## src/rtl/snake_score_pkg.sv

```systemverilog
// Shared constants and FSM state encoding for the snake score keeper.
package snake_score_pkg;
  localparam int SPEED_W = 28;
  localparam logic [3:0] BCD_NINE = 4'd9;

  typedef enum logic [1:0] {
    ST_IDLE = 2'd0,
    ST_RUN  = 2'd1,
    ST_OVER = 2'd2
  } state_t;
endpackage

```

## src/rtl/bcd_digit_inc.sv

```systemverilog
// One BCD digit of a ripple incrementer: 9 -> 0 with carry, otherwise +1 when inc_in.
module bcd_digit_inc
  import snake_score_pkg::*;
(
  input  logic [3:0] digit_in,
  input  logic       inc_in,
  output logic [3:0] digit_out,
  output logic       carry_out,
  output logic       is_nine
);
  assign is_nine   = (digit_in == BCD_NINE);
  assign carry_out = inc_in & is_nine;
  assign digit_out = !inc_in ? digit_in : (is_nine ? 4'd0 : digit_in + 4'd1);
endmodule

```

## src/rtl/snake_score_keeper.sv

```systemverilog
// Saturating BCD score, level/move-speed derivation and session hi-score for the snake game.
// Define SNAKE_HISCORE_EN to build the hi-score register, compare logic and new_record pulse.
module snake_score_keeper
  import snake_score_pkg::*;
#(
  parameter int                 DIGITS     = 2,
  parameter int                 LEVELS     = 3,
  parameter int                 LEVEL_STEP = 10,
  parameter logic [SPEED_W-1:0] BASE_SPEED = 28'd50000000,
  parameter logic [SPEED_W-1:0] SPEED_STEP = 28'd12500000,
  localparam int                LVL_W      = (LEVELS > 1) ? $clog2(LEVELS) : 1
) (
  input  logic                  clk,
  input  logic                  rst_n,
  input  logic                  start,
  input  logic                  pause,
  input  logic                  game_over,
  input  logic                  target_ate,
  output logic [4*DIGITS-1:0]   score_bcd,
  output logic [4*DIGITS-1:0]   hi_score_bcd,
  output logic [LVL_W-1:0]      level,
  output logic [SPEED_W-1:0]    mov_speed,
  output logic                  level_up,
  output logic                  saturated,
  output logic                  new_record
);
  localparam int SW    = 4 * DIGITS;
  localparam int CNT_W = (LEVEL_STEP > 1) ? $clog2(LEVEL_STEP) : 1;
  localparam logic [LVL_W-1:0] TOP_LVL   = LVL_W'(LEVELS - 1);
  localparam logic [CNT_W-1:0] STEP_LAST = CNT_W'(LEVEL_STEP - 1);

  state_t            state, state_nxt;
  logic              ate_q;
  logic              eat;
  logic [SW-1:0]     score_inc;
  logic [SW-1:0]     score_nxt;
  logic [DIGITS:0]   carry;
  logic [DIGITS-1:0] nine;
  logic [CNT_W-1:0]  step_cnt;

  // An edge seen while paused or outside RUN is dropped, never queued.
  assign eat      = target_ate & ~ate_q & (state == ST_RUN) & ~pause;
  assign carry[0] = eat;

  for (genvar g = 0; g < DIGITS; g++) begin : g_digit
    bcd_digit_inc u_digit (
      .digit_in  (score_bcd[4*g +: 4]),
      .inc_in    (carry[g]),
      .digit_out (score_inc[4*g +: 4]),
      .carry_out (carry[g+1]),
      .is_nine   (nine[g])
    );
  end

  // A carry out of the top digit means the score is all-9s: hold instead of wrapping.
  assign score_nxt = carry[DIGITS] ? score_bcd : score_inc;
  assign saturated = &nine;

  always_comb begin
    state_nxt = state;
    case (state)
      ST_IDLE: if (start) state_nxt = ST_RUN;
      ST_RUN: begin
        if (start)          state_nxt = ST_RUN;
        else if (game_over) state_nxt = ST_OVER;
      end
      ST_OVER: if (start) state_nxt = ST_RUN;
      default: state_nxt = ST_IDLE;
    endcase
  end

  always_ff @(posedge clk) begin
    if (!rst_n) begin
      state     <= ST_IDLE;
      ate_q     <= 1'b0;
      score_bcd <= '0;
      step_cnt  <= '0;
      level     <= '0;
      mov_speed <= BASE_SPEED;
      level_up  <= 1'b0;
    end else begin
      state     <= state_nxt;
      ate_q     <= target_ate;
      level_up  <= 1'b0;
      mov_speed <= BASE_SPEED - SPEED_W'(level) * SPEED_STEP;
      if (start) begin
        score_bcd <= '0;
        step_cnt  <= '0;
        level     <= '0;
      end else if (eat) begin
        score_bcd <= score_nxt;
        // The step counter freezes once the top level is reached.
        if (level != TOP_LVL) begin
          if (step_cnt == STEP_LAST) begin
            step_cnt <= '0;
            level    <= level + 1'b1;
            level_up <= 1'b1;
          end else begin
            step_cnt <= step_cnt + 1'b1;
          end
        end
      end
    end
  end

`ifdef SNAKE_HISCORE_EN
  logic          go_accept;
  logic [SW-1:0] final_score;
  logic [SW-1:0] hi_q;
  logic          rec_q;

  // BCD nibbles compare correctly as a plain unsigned number.
  assign go_accept   = (state == ST_RUN) & game_over & ~start;
  assign final_score = eat ? score_nxt : score_bcd;

  always_ff @(posedge clk) begin
    if (!rst_n) begin
      hi_q  <= '0;
      rec_q <= 1'b0;
    end else begin
      rec_q <= 1'b0;
      if (go_accept && (final_score > hi_q)) begin
        hi_q  <= final_score;
        rec_q <= 1'b1;
      end
    end
  end

  assign hi_score_bcd = hi_q;
  assign new_record   = rec_q;
`else
  assign hi_score_bcd = '0;
  assign new_record   = 1'b0;
`endif
endmodule

```

## config.mk

```make
export PLATFORM = sky130hd
export DESIGN_NAME = snake_score_keeper
export DESIGN_NICKNAME = d
export VERILOG_FILES = /design/src/rtl/snake_score_pkg.sv /design/src/rtl/bcd_digit_inc.sv /design/src/rtl/snake_score_keeper.sv
export SDC_FILE = /design/constraint.sdc
export NUM_CORES = 1
export LEC_CHECK = 0
export ABC_AREA = 0
export ABC_CLOCK_PERIOD_IN_PS = 2700
export CAP_MARGIN = 15
export CORE_UTILIZATION = 43
export DETAILED_ROUTE_END_ITERATION = 10
export HOLD_SLACK_MARGIN = 0.08
export PLACE_DENSITY_LB_ADDON = 0.3
export SYNTH_ARGS = -nofsm -noshare
export SYNTH_HDL_FRONTEND = slang
export SYNTH_SLANG_ARGS = --single-unit
```

## constraint.sdc

```tcl
create_clock -name clk -period 2.7 [get_ports clk]
set_clock_uncertainty 0.15 [all_clocks]
set_input_delay 0.54 -clock clk [delete_from_list [all_inputs] [get_ports clk]]
set_output_delay 0.54 -clock clk [all_outputs]
set_load 0.03 [all_outputs]
```

After elaboration in Yosys (flattened, before gate mapping). Cells that the tools add are included.

Flip-flop bits (word level): 46.

Add/subtract/negate cells: 5. $mul: 1. Equal/unequal tests: 8. Bitwise logic cells: 11. Reductions and logical operators: 10. Multiplexer cells: 8.

Operators by type and width (count): 26-bit by 26-bit subtractor with 27-bit output (first input constant) (1); 2-bit by 19-bit multiplier with 21-bit output (second input constant) (1); 4-bit by 1-bit adder with 4-bit output (second input constant) (3); 4-bit == test (second input constant) (3); 4-bit 2-to-1 mux (3); 2-bit AND reduction (4); 2-bit 2-to-1 mux (3); 1-bit NOT (6); 3-bit AND reduction (2); 1-bit AND (5); 2-bit case mux with 2 select lines (1); 2-bit OR reduction (2); 4-bit OR reduction (1); 3-bit != test (second input constant) (1); 2-bit by 1-bit adder with 2-bit output (second input constant) (1); 2-bit by 1-bit == test with 1-bit output (second input constant) (1); 2-bit == test (second input constant) (1); 2-bit logical NOT (1); 2-bit by 1-bit != test with 1-bit output (second input constant) (1); 2-bit != test (second input constant) (1); 1-bit 2-to-1 mux (1).

Longest topological paths before layout.
Depth in word-level cells: 8. Depth in mapped cells: 6. Gate-level depth less buffers: 6.

By module. From an unflattened synthesis, not the netlist that was laid out.

Cell total of the unflattened synthesis: 186. Area total of the unflattened synthesis: 1655.3 µm².

Modules (own cells, without submodules): snake_score_keeper (instances 1, area an instance 1445.1 µm², cells an instance 156, seq. area each 600.6 µm²); bcd_digit_inc (instances 2, area an instance 105.1 µm², cells an instance 15, seq. area each 0.0 µm²).

Worst setup path before layout. No wires, ideal clock.

Path kind: register to output. Start point: reg score_bcd[0]. End point: out saturated. Stages on the path, launching flop included: 3. Arrival time: 1495 ps. Data required time: 2010 ps. Slack: 515 ps. Buffers on the path: 0. Cells stage by stage: dfxtp_1 > nand4bb_1 > nor4_2.

Word-level cells in the longest chain between the ends: 2.

RTL lines: start: declaration (RTL line snake_score_keeper.sv:19) `output logic [4*DIGITS-1:0] score_bcd,`; start signal: assignment (RTL line snake_score_keeper.sv:91) `score_bcd <= score_nxt;`; 4-bit == test (RTL line bcd_digit_inc.sv:11) `assign is_nine = (digit_in == BCD_NINE);`; 2-bit AND reduction (RTL line snake_score_keeper.sv:57) `assign saturated = &nine;`; end: declaration (RTL line snake_score_keeper.sv:24) `output logic saturated,`.

Every way passes these cells.

Worst setup path in the final report. Ends and elaborated chain as after synthesis.

==> out/summary.txt <==
outcome: complete, no violations
Detail Route Antenna Nets: 0
number of global-route vias before repair: 934
setup TNS: 0 ns
Post-Route WL: 2476 um
Combinational Power Share: 0.087
1st-iter DRT viols: 22
Synth Cell Area: 1443 um2
clock-pin slew on the worst setup and hold paths: 0.09 ns
average wire per standard cell: 10.40 um
required time worst endpoint: 2.01 ns
DRC: 0
total number of vias: 1082
clock power share: 0.343
grt met2 use: 0.2571
Vias/cell: 4.546
RSZ-0062 raised after global routing: false
I/O pins: 55
Yosys cell types: 32
ys flop type: dfxtp_1
Post-synth EDFFs: 0
Initial Utilization: 0.4612
Slew HR: 0.6687
mux contribution to synthesized area: 0.01388
# fillers: 278
Yosys reg bits: 30
Post-Syn Instances: 157
Sw Pwr: 198.0 uW
Final Critical Period: 2.511 ns
endpoints failing setup: 0
fraction of power spent switching nets: 0.2516
post-synth top area cell: dfxtp_1
hold_ws: 0.3608 ns
pins over their slew limit: 0
commonest cells in the netlist: dfxtp_1, buf_4, nand2_1, nor2_1, inv_1
first-pass GRT wire length: 3988 um
TritonRoute pass-1 iters: 6
Pwr per Cell Area: 433.2 nW/um2
gr usage total: 0.1530
internal power: 588.9 uW
GR peak layer: met2
share of layout cells above drive strength 1: 0.06186
kind of critical path: reg2out
GR Overflow Total: 0
simple-gate portion of the synthesized area: 0.2264
Max Freq: 398.2 MHz
most frequent cell after synthesis: dfxtp_1
share of the synthesized area in the top cell type: 0.4163
Post-Synth Adder-Cell Area: 0.05204
sequential share of power: 0.570
routability cong.: 0.7494
post-synthesis sequential area ratio: 0.4163
LEAKAGE: 0.0007304 uW
Max Cap Viol: 0
met1 Track Usage GR: 0.1702
cts repair resizes: 1
Max clock buf depth: 2
Synth warnings: 0
Period Utilization, post-route: 0.9300
full die area: 3590 um2
worst-skew pair later-pin latency: 0.32 ns
Port Buf Inserts: 38
# Post-CTS Setup Buffers: 0
dpl cell area: 1758 um2
CTS tree: yes
Synth area leaders: dfxtp_1, buf_4, ha_1
Antenna diodes: 0
maximum vdd ir drop: 259.9 uV
die width: 59.92 um
initial antenna violation count: 0
Avg Cell Area, Syn: 9.189 um2
H-Tree Depth: 2
post-synthesis compound-gate area fraction: 0.08500
fraction of registers with async set or reset after synthesis: 0
Tightest Pin Transition: 0.4902 ns
CTS root buf: clkbuf_4
dpl hpwl: 1872 um
routing usage on met3: 0.05844
Core ar.: 3128 um2
fin area: 1817 um2
type of origin of the critical path: flip-flop
Critical Path AT: 1.82 ns
site row count: 20
Area growth syn-to-layout: 25.93%
largest net degree at the start of global routing: 11
critical path endpoint category: output pin
hold-fix buffer count after cts: 0
XOR/XNOR share of the synthesized area: 0.04250
die height: 59.92 um
Fin. Hold Viols: 0
CTS sink cnt: 30
CTS buffer count: 5
Hold/Removal Path Class: reg2reg
Crit Path Max Fanout: 8
Final nets: 205
largest family of logic cells by synthesized area: simple AND/OR/NAND/NOR gates
-- final timing paths --
kind              depth (start not counted)         start           end  slack (ns)
setup / recovery                          3  score_bcd[0]     saturated        0.19
hold reg to reg                           1  score_bcd[4]  score_bcd[4]        0.36
hold / removal                            1  score_bcd[4]  score_bcd[4]        0.36
setup reg to reg                          6      level[0]   step_cnt[1]        0.56
-- power by group through the flow --
stage          clock, uW  sequential [uW]  combinational, uW
2_1_floorplan          0              461               67.0
5_1_grt              299              449               74.3
3_3_place_gp           0              459               68.1
3_5_place_dp           0              459               68.1
6_report             270              449               68.7
4_1_cts              280              449               68.5
-- layout by cell type, fill, tap and decap left out, types with 2 or more instances in the layout --
cell	Yosys	routed
clkdlybuf4s50_1	0	37
buf_4	25	2
clkbuf_4	0	5
ha_1	6	6
or3_1	4	4
inv_1	10	10
nand4_1	2	2
and2_1	4	4
nand2b_1	4	4
xor2_1	3	3
nand3_1	4	4
xnor2_1	4	4
nand2_1	12	12
mux2i_1	2	2
conb_1	1	17
nor4bb_1	2	2
o21ai_0	5	5
dfxtp_1	30	30
nor2b_1	5	5
a21oi_1	8	8
nor2_1	12	12
-- worst max-delay path: stages (launching register included) --
cell	delay [ns]
dfxtp_1	0.46
nand4bb_1	0.24
nor4_2	0.35
dlygate4sd2_1	0.46
-- per-layer routing --
layer  vias to the layer above  wire [um]  share of wire
li1                        552          -              -
met1                       483       1064           0.43
met2                        43       1234           0.50
met3                         4        152          0.061
met4                         0         25          0.010
met5                         -          0              0
-- through the flow --
stage / setup slack, ns / total power, uW / std cells / util
floorplan: 0.5155 / 527.6 / 173 / -
global placement: 0.3245 / 526.9 / 230 / 0.5620
detailed placement: 0.2336 / 527.2 / 230 / 0.5620
CTS: 0.1539 / 797.5 / 238 / 0.5808
global route: 0.008959 / 822.9 / 238 / 0.5808
finish: 0.1889 / 786.9 / 238 / 0.5808
-- state kept, by name (all words and copies together), names as in the netlist --
register	flops
ate_q	1
level	2
level_up	1
mov_speed	12
score_bcd	8
state	2
step_cnt	4
-- kinds of logic (layout without fill, tap and decap cells) --
logic type | after synthesis | after routing
AND/OR/NAND/NOR | 54 | 54
buffers and inverters | 37 | 58
flip-flops | 30 | 30
AO/OA/AOI/OAI | 20 | 20
XOR/XNOR | 7 | 7
adder cells (fa/ha/maj) | 6 | 6
multiplexers | 2 | 2
other | 1 | 17
-- area by class of cell --
class	count	area [um2]	area share
multi-input cells	106	669.4	0.3685
clock inverters	1	5.005	0.002755
flip-flops and latches	30	600.6	0.3306
clock buffers	7	55.05	0.03030
repair buffers	40	394.1	0.2169
well taps	44	55.05	0.03030
inverters	10	37.54	0.02066
Note: power is estimated with default switching activity, not from simulation.
